File: src/rtl/scr1_btb_dp_ram.sv
// Simple dual-port BTB storage: one write port, one registered read port, valid bit per entry.
// A flush (or reset) sweeps every entry to {0, 0} before writes are accepted again.
module scr1_btb_dp_ram #(
  parameter int RAM_WIDTH = 32,
  parameter int RAM_DEPTH = 32,
  parameter int BYPASS    = 1
) (
  input  logic                         clk,
  input  logic                         rst_n,
  input  logic                         flush,
  input  logic                         wena,
  input  logic [$clog2(RAM_DEPTH)-1:0] addra,
  input  logic [RAM_WIDTH-1:0]         dina,
  input  logic                         renb,
  input  logic [$clog2(RAM_DEPTH)-1:0] addrb,
  output logic [RAM_WIDTH-1:0]         doutb,
  output logic                         doutb_vld,
  output logic                         busy
);

  localparam int AW = $clog2(RAM_DEPTH);

  localparam logic [0:0] IDLE  = 1'b0;
  localparam logic [0:0] SWEEP = 1'b1;

  localparam logic [1:0] SRC_ZERO = 2'd0;
  localparam logic [1:0] SRC_RAM  = 2'd1;
  localparam logic [1:0] SRC_BYP  = 2'd2;

  localparam logic [AW:0]   DEPTH_EXT = (AW+1)'(RAM_DEPTH);
  localparam logic [AW-1:0] LAST_IDX  = AW'(RAM_DEPTH - 1);

  // {valid, payload}; deliberately unreset so it maps onto block RAM
  logic [RAM_WIDTH:0] mem [RAM_DEPTH];

  logic [0:0]          state_reg;
  logic [0:0]          state_next;
  logic [AW-1:0]       sweep_cnt_reg;
  logic [AW-1:0]       sweep_cnt_next;
  logic                busy_reg;

  logic                addra_ok;
  logic                addrb_ok;
  logic                wr_req;
  logic                ram_we;
  logic [AW-1:0]       ram_waddr;
  logic [RAM_WIDTH:0]  ram_wdata;
  logic                rd_hit;
  logic                byp_hit;

  logic [RAM_WIDTH:0]  ram_q_reg;
  logic [RAM_WIDTH-1:0] byp_data_reg;
  logic [1:0]          src_reg;

  assign addra_ok = ({1'b0, addra} < DEPTH_EXT);
  assign addrb_ok = ({1'b0, addrb} < DEPTH_EXT);

  // A flush in the same cycle takes priority over any write
  assign wr_req = (state_reg == IDLE) && wena && !flush && addra_ok;

  assign ram_we    = (state_reg == SWEEP) || wr_req;
  assign ram_waddr = (state_reg == SWEEP) ? sweep_cnt_reg : addra;
  assign ram_wdata = (state_reg == SWEEP) ? '0 : {1'b1, dina};

  assign rd_hit  = renb && (state_reg == IDLE) && addrb_ok;
  assign byp_hit = (BYPASS != 0) && wr_req && (addra == addrb);

  always_comb begin
    state_next     = state_reg;
    sweep_cnt_next = sweep_cnt_reg;
    if (flush) begin
      state_next     = SWEEP;
      sweep_cnt_next = '0;
    end else if (state_reg == SWEEP) begin
      if (sweep_cnt_reg == LAST_IDX) begin
        state_next     = IDLE;
        sweep_cnt_next = '0;
      end else begin
        sweep_cnt_next = sweep_cnt_reg + AW'(1);
      end
    end
  end

  always_ff @(posedge clk or negedge rst_n) begin
    if (!rst_n) begin
      state_reg     <= SWEEP;
      sweep_cnt_reg <= '0;
      busy_reg      <= 1'b1;
    end else begin
      state_reg     <= state_next;
      sweep_cnt_reg <= sweep_cnt_next;
      busy_reg      <= (state_next == SWEEP);
    end
  end

  assign busy = busy_reg;

  always_ff @(posedge clk) begin
    if (ram_we) begin
      mem[ram_waddr] <= ram_wdata;
    end
  end

  // Read-first port: a same-address write lands after this capture
  always_ff @(posedge clk) begin
    if (rd_hit) begin
      ram_q_reg <= mem[addrb];
    end
  end

  always_ff @(posedge clk) begin
    if (rd_hit && byp_hit) begin
      byp_data_reg <= dina;
    end
  end

  // The source selector carries the reset, so the unreset data registers never leak out
  always_ff @(posedge clk or negedge rst_n) begin
    if (!rst_n) begin
      src_reg <= SRC_ZERO;
    end else if (renb) begin
      if (!rd_hit) begin
        src_reg <= SRC_ZERO;
      end else if (byp_hit) begin
        src_reg <= SRC_BYP;
      end else begin
        src_reg <= SRC_RAM;
      end
    end
  end

  always_comb begin
    doutb     = '0;
    doutb_vld = 1'b0;
    case (src_reg)
      SRC_RAM: begin
        doutb     = ram_q_reg[RAM_WIDTH-1:0];
        doutb_vld = ram_q_reg[RAM_WIDTH];
      end
      SRC_BYP: begin
        doutb     = byp_data_reg;
        doutb_vld = 1'b1;
      end
      default: begin
        doutb     = '0;
        doutb_vld = 1'b0;
      end
    endcase
  end

endmodule

File: config.mk
export PLATFORM = sky130hd
export DESIGN_NAME = scr1_btb_dp_ram
export DESIGN_NICKNAME = d
export VERILOG_FILES = /design/src/rtl/scr1_btb_dp_ram.sv
export SDC_FILE = /design/constraint.sdc
export NUM_CORES = 1
export LEC_CHECK = 0
export CAP_MARGIN = 20
export CORE_MARGIN = 2
export CORE_UTILIZATION = 65
export DETAILED_ROUTE_END_ITERATION = 6
export PLACE_DENSITY = 0.81
export SYNTH_ARGS = -nofsm -noshare
export SYNTH_HDL_FRONTEND = slang
export SYNTH_SLANG_ARGS = --single-unit
File: constraint.sdc
create_clock -name clk -period 7.4 [get_ports clk]
set_input_delay 1.48 -clock clk [delete_from_list [all_inputs] [get_ports clk]]
set_output_delay 1.48 -clock clk [all_outputs]
set_load 0.1 [all_outputs]
==> summary.md <==
| Metric | Value |
|---|---|
| Detailed Place HPWL | 60300 um |
| DP Worst Slack | 2.53 ns |
| Worst Hold End | src_reg[1]$_DFFE_PN0P_ |
| Number of H-tree levels | 3 |
| Reg2Reg Setup Slack | 3.28 ns |
| DRC Markers | 0 |
| Post-Syn Instances | 2542 |
| Area Growth Syn to Fin | 12.7% |
| Max incr delay on CP | 1.16 ns |
| First-pass GRT wire length | 156000 um |
| Synth cell types | 38 |
| Core area | 67400 um2 |
| Grt ovf | 0 |
| Hold Crit Class | reg -> reg |
| Reg2Reg Depth | 6 |
| Total GRT Usage | 0.305 |
| Root buf cell | clkbuf_16 |
| Setup TNS Final | 0 ns |
| Largest register FFs | 1056 |
| Slowest-stage cell, CP | clkdlybuf4s50_1 |
| Fin area | 49900 um2 |
| CP Capture Type | output pin |
| Initial Util | 0.658 |
| Crit path DAT | 3.70 ns |
| Final setup margin | 2.22 ns |
| RSZ-0062 raised after global routing | no |
| Worst R2R End | mem[21][22]$_DFFE_PP_ |
| Initial DRC Count | 3665 |
| Placed instance count | 3415 |
| Die H | 265 um |
| Cell Chain, Critical Path | inv_1, ha_1, buf_4, a22oi_1, nor2_1, clkdlybuf4s50_1 |
| VDD IR max | 0.168 mV |
| Number of iterations in the first detailed-routing pass | 6 |
| Die Area | 70300 um2 |
| Worst Path Buf+Inv | 3 |
| Hold buffers post-CTS | 0 |
| Hold path depth | 2 |
| Antenna diodes | 0 |
| Pwr dens | 259 nW/um2 |
| Crit path launch type | register |
| Setup bufs post-CTS | 0 |
| Worst setup path startpoint | src_reg[0]$_DFFE_PN0P_ |
| Most common cell after layout, fill and taps aside | edfxtp_1 |
| Share of layout cells above drive strength 1 | 0.102 |
| FMAX | 0.193 GHz |
| Final GP Congestion | 0.889 |
| Hold Startpoint | src_reg[1]$_DFFE_PN0P_ |
| Vias in the first global route | 24300 |
| Commonest cells after routing, fill and taps aside | edfxtp_1 (1121), mux2i_1 (534), a22oi_1 (131) |
| WP data required | 5.92 ns |
| WS Path Type | reg -> out |
| Clock Latency Late Sink | 0.67 ns |
| Fin crit share | 0.701 |
| Status | finished clean |
| CTS sink cnt | 1129 |
| Register area share after synthesis | 0.764 |
| CTS tree | done |
| Hold Fails Final Rpt | 0 |
| Crit Path Max Fanout | 18 |
| Post-synthesis net count | 2593 |
| Die width | 265 um |
| CTS Buf Count | 105 |
| Cts repair resizes | 0 |
| IO Pins | 81 |
| Max-slew violation count | 0 |
| Maxcap violations | 0 |
| Lkg Pwr | 17.6 nW |
| YS warnings | 0 |
| Finished Layout Cells | 3618 |
| Initial antenna violation count | 2 |
| Nets | 2711 |
| Area after DPL | 46300 um2 |
| Avg Cell Area, Syn | 17.4 um2 |
| Largest net degree at the start of global routing | 136 |
| CP delay by family, top | buffers and inverters |
| Clock buffer depth | 3 |
| Slew headroom | 0.256 |
| DRT antenna net count | 0 |
| WL final | 109000 um |
| PortBufs | 80 |
| DR WL/cell | 30.0 um |
| Clk slew on worst S/H paths | 0.06 ns |
| Worst Tran Pin Value | 1.11 ns |
| Mapped Area | 44300 um2 |
| Final setup viols | 0 |
| Flop and latch count out of synthesis | 1129 |
| Via count | 24400 |
| Row cnt | 95 |
| RR Startpoint | busy$_DFF_PN1_ |
| Final worst path period need | 5.18 ns |
| Final core utilization | 0.741 |
| Worst clock skew | 0.0240 ns |
| Vias per std cell | 6.75 |
[layer usage]
| metal | track usage | up-vias | wire length, um |
|---|---|---|---|
| li1 | - | 10300 | - |
| met1 | 0.410 | 12200 | 39500 |
| met2 | 0.499 | 1641 | 52800 |
| met3 | 0.0619 | 270 | 12200 |
| met4 | 0.119 | 2 | 3950 |
| met5 | 0 | - | 10 |
[synthesized netlist by cell type (all sizes together)]
master,count,area share
nand2b,7,0.00099
a22oi,131,0.022
o21bai,1,0.00017
nor4,1,0.00028
mux2i,534,0.12
xor2,1,0.00020
ha,4,0.0011
inv,4,0.00034
a21oi,104,0.012
o31ai,1,0.00017
a31oi,34,0.0048
nand3,99,0.011
o21ai,2,0.00023
or2,1,0.00014
dfstp,1,0.00059
buf,93,0.016
nand2,115,0.0097
mux2,4,0.0010
o22ai,1,0.00014
nor2b,34,0.0048
clkbuf,57,0.0055
and3,1,0.00014
dfrtp,7,0.0040
edfxtp,1121,0.76
nand3b,1,0.00017
nor2,76,0.0065
nor3,33,0.0037
xnor2,4,0.00079
nand4,2,0.00028
a22o,66,0.013
and2,2,0.00028
[cell type report]
type	instances	area [um2]
sequential	1129	33900
tap	873	1090
inverter	4	15.0
fill	3666	17500
clock buffer	133	2820
clock inverter	59	567
multi-input combinational	1259	9810
timing repair buffer	161	1760
[worst reg2reg max path: cells and delay by family, from the launching register on]
family	cells	cell delay, ns
simple gates	3	1.46
flops	1	0.89
buf+inv	2	1.11
compound gates	1	0.26
[where the power goes]
group | internal, mW | switching (mW)
Sequential | 7.01 | 0.0170
Clock | 3.09 | 2.25
Combinational | 0.212 | 0.370
[through the flow]
step	hold WS, ns	power, mW
5_1_grt	0.598	13.2
4_1_cts	0.567	13.0
2_1_floorplan	0.526	7.53
6_report	0.564	13.0
3_5_place_dp	0.558	7.72
3_3_place_gp	0.548	7.70
[cells by family after synthesis]
kind of cell	Yosys count	share of synthesized area
xor+xnor	5	0.000988
buf+inv	154	0.0215
mux	538	0.122
fa+ha+maj	4	0.00113
simple gates	372	0.0382
flops	1129	0.764
compound gates	340	0.0525
[how the worst max path moves through the flow]
| stage | end | depth (start not counted) |
|---|---|---|
| final | doutb[15] | 6 |
| after global routing | doutb[15] | 6 |
| after CTS | doutb[15] | 6 |
| after detailed placement | mem[12][25]$_DFFE_PP_ | 5 |
| after global placement | mem[16][18]$_DFFE_PP_ | 5 |
| after floorplan | mem[10][0]$_DFFE_PP_ | 4 |
(Power assumes the default switching activity.)
